File: config.mk
export PLATFORM = sky130hd
export DESIGN_NAME = multicycle_control
export DESIGN_NICKNAME = d
export VERILOG_FILES = /design/src/rtl/ctrl_pkg.sv /design/src/rtl/mc_op_class.sv /design/src/rtl/multicycle_control.sv
export SDC_FILE = /design/constraint.sdc
export NUM_CORES = 1
export LEC_CHECK = 0
export BUFFER_PORTS_ARGS = -buffer_cell sky130_fd_sc_hd__buf_2
export CORE_MARGIN = 3
export CORE_UTILIZATION = 56
export CTS_BUF_LIST = sky130_fd_sc_hd__clkbuf_2 sky130_fd_sc_hd__clkbuf_4 sky130_fd_sc_hd__clkbuf_8
export DETAILED_ROUTE_END_ITERATION = 8
export PLACE_DENSITY = 0.87
export SYNTH_ARGS = -nofsm -noshare
export SYNTH_HDL_FRONTEND = slang
export SYNTH_SLANG_ARGS = --single-unit
File: constraint.sdc
create_clock -name clk -period 4.7 [get_ports clk]
set_clock_uncertainty 0.15 [all_clocks]
set_input_delay 0.47 -clock clk [delete_from_list [all_inputs] [get_ports clk]]
set_output_delay 0.47 -clock clk [all_outputs]
set_load 0.02 [all_outputs]
File: src/rtl/ctrl_pkg.sv
// Shared definitions for the multi-cycle RISC-V sequencer: opcodes, state
// encoding, ALU class codes and the one-hot opcode class.
package ctrl_pkg;

    localparam logic [6:0] OP_R      = 7'b0110011;
    localparam logic [6:0] OP_IALU   = 7'b0010011;
    localparam logic [6:0] OP_LOAD   = 7'b0000011;
    localparam logic [6:0] OP_STORE  = 7'b0100011;
    localparam logic [6:0] OP_BRANCH = 7'b1100011;

    localparam logic [1:0] ALU_ADD    = 2'b00;
    localparam logic [1:0] ALU_BRANCH = 2'b01;
    localparam logic [1:0] ALU_FUNCT  = 2'b10;

    typedef enum logic [2:0] {
        ST_FETCH  = 3'd0,
        ST_DECODE = 3'd1,
        ST_EXEC   = 3'd2,
        ST_MEM    = 3'd3,
        ST_WB     = 3'd4,
        ST_TRAP   = 3'd5
    } state_t;

    typedef struct packed {
        logic r;
        logic ialu;
        logic load;
        logic store;
        logic branch;
        logic invalid;
    } op_class_t;

endpackage

File: src/rtl/mc_op_class.sv
// Combinational opcode classifier: 7-bit opcode to a one-hot instruction class.
module mc_op_class
    import ctrl_pkg::*;
(
    input  logic [6:0] op_code,
    output op_class_t  op_class
);

    always_comb begin
        // NOTE: default every field first so no path leaves a latch behind.
        op_class = '0;
        case (op_code)
            OP_R:      op_class.r       = 1'b1;
            OP_IALU:   op_class.ialu    = 1'b1;
            OP_LOAD:   op_class.load    = 1'b1;
            OP_STORE:  op_class.store   = 1'b1;
            OP_BRANCH: op_class.branch  = 1'b1;
            default:   op_class.invalid = 1'b1;
        endcase
    end

endmodule

File: src/rtl/multicycle_control.sv
// Multi-cycle FETCH/DECODE/EXEC/MEM/WB sequencer with sticky illegal/timeout trap.
// Optional performance counters (instret, cycles) when MC_CTRL_PERF_EN is defined.
module multicycle_control
    import ctrl_pkg::*;
#(
    parameter int MEM_TIMEOUT = 16
) (
    input  logic       clk,
    input  logic       rst,
    input  logic [6:0] op_code,
    input  logic       mem_ready,
    output logic       mem_req,
    output logic       mem_addr_sel,
    output logic       ir_write,
    output logic       pc_write,
    output logic       branch,
    output logic       mem_read,
    output logic       mem_to_reg,
    output logic       mem_write,
    output logic       alu_src,
    output logic       reg_write_en,
    output logic [1:0] alu_op,
    output logic       illegal,
    output logic       timeout,
    output logic [2:0] state
`ifdef MC_CTRL_PERF_EN
    ,
    output logic [31:0] instret,
    output logic [31:0] cycles
`endif
);

    localparam int CNT_W = (MEM_TIMEOUT > 1) ? $clog2(MEM_TIMEOUT) : 1;
    localparam logic [CNT_W-1:0] WAIT_LAST = CNT_W'((MEM_TIMEOUT > 0) ? MEM_TIMEOUT - 1 : 0);
    localparam bit TIMEOUT_EN = (MEM_TIMEOUT != 0);

    state_t           state_q;
    logic [6:0]       op_q;
    logic [CNT_W-1:0] wait_cnt;
    logic [6:0]       class_op;
    op_class_t        cls;
    logic             limit_hit;

    // DECODE classifies the live opcode; later states use the latched one.
    assign class_op  = (state_q == ST_DECODE) ? op_code : op_q;
    assign limit_hit = TIMEOUT_EN && (wait_cnt == WAIT_LAST);
    assign state     = state_q;

    mc_op_class u_op_class (
        .op_code  (class_op),
        .op_class (cls)
    );

    // NOTE: sequential state uses non-blocking assignments only.
    always_ff @(posedge clk) begin
        if (rst) begin
            state_q  <= ST_FETCH;
            op_q     <= '0;
            wait_cnt <= '0;
            illegal  <= 1'b0;
            timeout  <= 1'b0;
        end else begin
            case (state_q)
                ST_FETCH: begin
                    if (mem_ready) begin
                        state_q  <= ST_DECODE;
                        wait_cnt <= '0;
                    end else if (limit_hit) begin
                        state_q  <= ST_TRAP;
                        timeout  <= 1'b1;
                        wait_cnt <= '0;
                    end else begin
                        wait_cnt <= wait_cnt + CNT_W'(1);
                    end
                end
                ST_DECODE: begin
                    op_q <= op_code;
                    if (cls.invalid) begin
                        state_q <= ST_TRAP;
                        illegal <= 1'b1;
                    end else begin
                        state_q <= ST_EXEC;
                    end
                end
                ST_EXEC: begin
                    if (cls.load || cls.store) state_q <= ST_MEM;
                    else if (cls.branch)       state_q <= ST_FETCH;
                    else                       state_q <= ST_WB;
                end
                ST_MEM: begin
                    if (mem_ready) begin
                        state_q  <= cls.load ? ST_WB : ST_FETCH;
                        wait_cnt <= '0;
                    end else if (limit_hit) begin
                        state_q  <= ST_TRAP;
                        timeout  <= 1'b1;
                        wait_cnt <= '0;
                    end else begin
                        wait_cnt <= wait_cnt + CNT_W'(1);
                    end
                end
                ST_WB:   state_q <= ST_FETCH;
                ST_TRAP: state_q <= ST_TRAP;
                default: state_q <= ST_FETCH;
            endcase
        end
    end

    always_comb begin
        mem_req      = 1'b0;
        mem_addr_sel = 1'b0;
        ir_write     = 1'b0;
        pc_write     = 1'b0;
        branch       = 1'b0;
        mem_read     = 1'b0;
        mem_to_reg   = 1'b0;
        mem_write    = 1'b0;
        alu_src      = 1'b0;
        reg_write_en = 1'b0;
        alu_op       = ALU_ADD;
        case (state_q)
            ST_FETCH: begin
                mem_req  = 1'b1;
                ir_write = mem_ready;
                pc_write = mem_ready;
            end
            ST_EXEC: begin
                if (cls.r) begin
                    alu_op = ALU_FUNCT;
                end else if (cls.branch) begin
                    branch = 1'b1;
                    alu_op = ALU_BRANCH;
                end else begin
                    alu_src = 1'b1;
                end
            end
            ST_MEM: begin
                mem_req      = 1'b1;
                mem_addr_sel = 1'b1;
                alu_src      = 1'b1;
                mem_read     = cls.load;
                mem_write    = cls.store;
            end
            ST_WB: begin
                reg_write_en = 1'b1;
                mem_to_reg   = cls.load;
            end
            default: ;
        endcase
    end

`ifdef MC_CTRL_PERF_EN
    logic retire;

    // An instruction retires when control returns to FETCH from EXEC, MEM or WB.
    assign retire = (state_q == ST_WB)
                 || (state_q == ST_EXEC && cls.branch)
                 || (state_q == ST_MEM && mem_ready && cls.store);

    always_ff @(posedge clk) begin
        if (rst) begin
            instret <= '0;
            cycles  <= '0;
        end else begin
            if (state_q != ST_TRAP) cycles <= cycles + 32'd1;
            if (retire) instret <= instret + 32'd1;
        end
    end
`else
    // Counters are not built in this configuration.
`endif

endmodule

==> out/metrics.yaml <==
outcome: "finished clean"
synth_top_area_share: 0.345
critPathRequiredTime_ns: 4.08
setup_ws_ns: 1.95
dr.pass1.iters: 4
grt_util_all_layers: 0.203
register_area_um2: 320
first_iter_violations: 27
wl_met3_um: 159
slew_headroom: 0.749
path_class: "flip-flop to primary output"
layout_common_cells: "26 x buf_2, 19 x nor2_1, 17 x nand2_1, 16 x dfxtp_1, 15 x a21oi_1"
arrival_ns: 2.13
nets: 157
port_buffers: 26
grt_pass1_wl_um: 3230
ctsResizeCount: 0
ctsHtreeMaxLevel: 1
fmax_ghz: 0.364
hold_path.class: "input pin to flip-flop"
drv_slew: 0
dp_hpwl_um: 1520
yosysSeqAreaShare: 0.345
min_to: "op_q[2]$_SDFF_PP0_"
diodes: 0
holdBufCountCts: 0
clock_latency_ns: 0.29
ys_ff_latch: 16
rsz0062_at_grt: "no"
hold_violations: 0
wl_met1_um: 1030
cpPeakStageDelay_ns: 0.56
cp_max_fo: 10
highest_layer: "met4"
cts_tree: "yes"
reg2reg_from: "state[0]$_SDFF_PP0_"
clock-sinks: 16
drive_gt1_frac: 0.248
synthCells: 122
nFillCells: 127
detail-route-antenna-nets: 0
ys_warn_count: 0
maxCapViolCount: 0
viasPerCell: 5.78
multi_input_area_um2: 548
synthTopCellsByArea: "dfxtp_1 35%, a21oi_1 8.1%, nor2_1 7.7%"
tightest_slew_ns: 0.376
initial_core_util: 0.608
clk_path_buf_depth: 2
die_y_um: 46.7
root_buffer: "clkbuf_4"
syn_nets: 133
avgSynthCellArea_um2: 7.60
pre_cts_ws_ns: 2.30
wl_met2_um: 905
core-area_um2: 1520
worstReg2RegEnd: "state[2]$_SDFF_PP0_"
end_kind: "primary output"
ir_drop_uv: 205
cts_setup_buffers: 0
io_pins: 27
yosys.area.top_type: "dfxtp_1"
path_cells: "or3b_1 -> nor3_1 -> o21ai_0 -> a21oi_1 -> nor3b_1 -> buf_2"
p_total_mw: 0.300
crit_path_top_delay_cell: "or3b_1"
antenna_found_initial: 0
reg2reg_depth: 5
routed_wl_um: 2110
chipWidth_um: 46.7
dp_cells: 157
grt_max_degree: 17
syn_area_um2: 927
holdCritStartpoint: "op_code[2]"
start_kind: "flip-flop"
instances_no_fill: 161
whs_path_depth: 3
final_common_cell: "buf_2"
vias: 930
grt_pass1_vias: 711
p_leak_nw: 0.473
drc: 0
fin_crit_sh: 0.585
synthToLayoutAreaGrowth_pct: 15.8
overflow: 0
row_count: 14
reg2reg_slack_ns: 2.76
min_period_ns: 2.75
clk_pin_slew_ns: 0.10
setup_tns_ns: 0
cts_inserted_buffers: 3
wl_per_cell_um: 13.1
die_area_um2: 2180
power.density_nw_per_um2: 279
setup_viol: 0
gp_congestion: 0.871
synth.distinct_cells: 35
-- through the flow --
step                hold slack [ns]  utilization  instance area, um2
detailed placement            0.301        0.681                1040
finish                        0.265        0.704                1070
CTS                           0.265        0.704                1070
global placement              0.294        0.681                1040
floorplan                     0.282            -                 927
global route                  0.270        0.704                1070
-- cell usage after synthesis --
| cell | n |
|---|---|
| a21o_1 | 2 |
| a21oi_1 | 15 |
| a21oi_2 | 1 |
| a22oi_1 | 1 |
| a31oi_1 | 2 |
| a41oi_1 | 1 |
| buf_1 | 1 |
| buf_2 | 2 |
| buf_4 | 2 |
| buf_6 | 1 |
| clkbuf_1 | 2 |
| dfxtp_1 | 16 |
| ha_1 | 1 |
| inv_1 | 3 |
| mux2i_1 | 1 |
| nand2_1 | 17 |
| nand2b_1 | 3 |
| nand3_1 | 3 |
| nand3b_1 | 1 |
| nand3b_4 | 1 |
| nand4bb_1 | 2 |
| nor2_1 | 19 |
| nor2b_1 | 1 |
| nor3_1 | 5 |
| nor3_2 | 1 |
| nor3b_1 | 4 |
| nor4_1 | 2 |
| nor4b_1 | 1 |
| nor4b_4 | 1 |
| o21a_1 | 1 |
| o21ai_0 | 5 |
| o22ai_1 | 1 |
| or2_1 | 1 |
| or3b_1 | 1 |
| or3b_2 | 1 |
-- power by group --
part | switching (mW) | leakage [nW] | internal (mW)
combinational | 0.0355 | 0.321 | 0.0209
sequential | 0.00787 | 0.131 | 0.143
clock | 0.0453 | 0.0210 | 0.0472
-- state kept, by name, summed over array words and instances, names as in the netlist --
signal and count:
op_q 7, wait_cnt 4, state 3, illegal 1
timeout 1
-- cells by family (layout without fill, tap and decap cells) --
logic type / count (synthesis) / after routing / share of synthesized area
AND/OR/NAND/NOR: 64 / 64 / 0.387
multiplexers: 1 / 1 / 0.0108
flip-flops: 16 / 16 / 0.345
buffers and inverters: 11 / 34 / 0.0634
AO/OA/AOI/OAI: 29 / 29 / 0.179
adder cells (fa/ha/maj): 1 / 1 / 0.0135
-- final cells by class --
| class | instances | area share |
|---|---|---|
| clock buffer | 4 | 0.0338 |
| inverter | 3 | 0.0105 |
| multi-input combinational | 95 | 0.510 |
| sequential | 16 | 0.298 |
| tap | 16 | 0.0186 |
| timing repair buffer | 27 | 0.128 |
-- per-layer routing --
metal,up-vias,global-route usage
li1,474,-
met1,415,0.290
met2,36,0.313
met3,5,0.0234
met4,0,0.0663
met5,-,0
-- worst max path at each step --
stage / start / end / slack (ns) / cells past startpoint
global placement: state[0]$_SDFF_PP0_ / alu_src / 2.35 / 6
finish: state[0]$_SDFF_PP0_ / alu_src / 1.95 / 6
detailed placement: state[0]$_SDFF_PP0_ / alu_src / 2.30 / 6
global route: state[0]$_SDFF_PP0_ / alu_src / 1.84 / 6
CTS: state[0]$_SDFF_PP0_ / alu_src / 1.97 / 6
floorplan: state[0]$_SDFF_PP0_ / alu_op[0] / 2.15 / 6
-- worst max-delay path: cells and delay by family, from the launching register on --
kind            cells  cell delay, ns
compound gates      2            0.31
simple gates        3            0.91
buf+inv             1            0.17
flops               1            0.46
(Power assumes the default switching activity.)
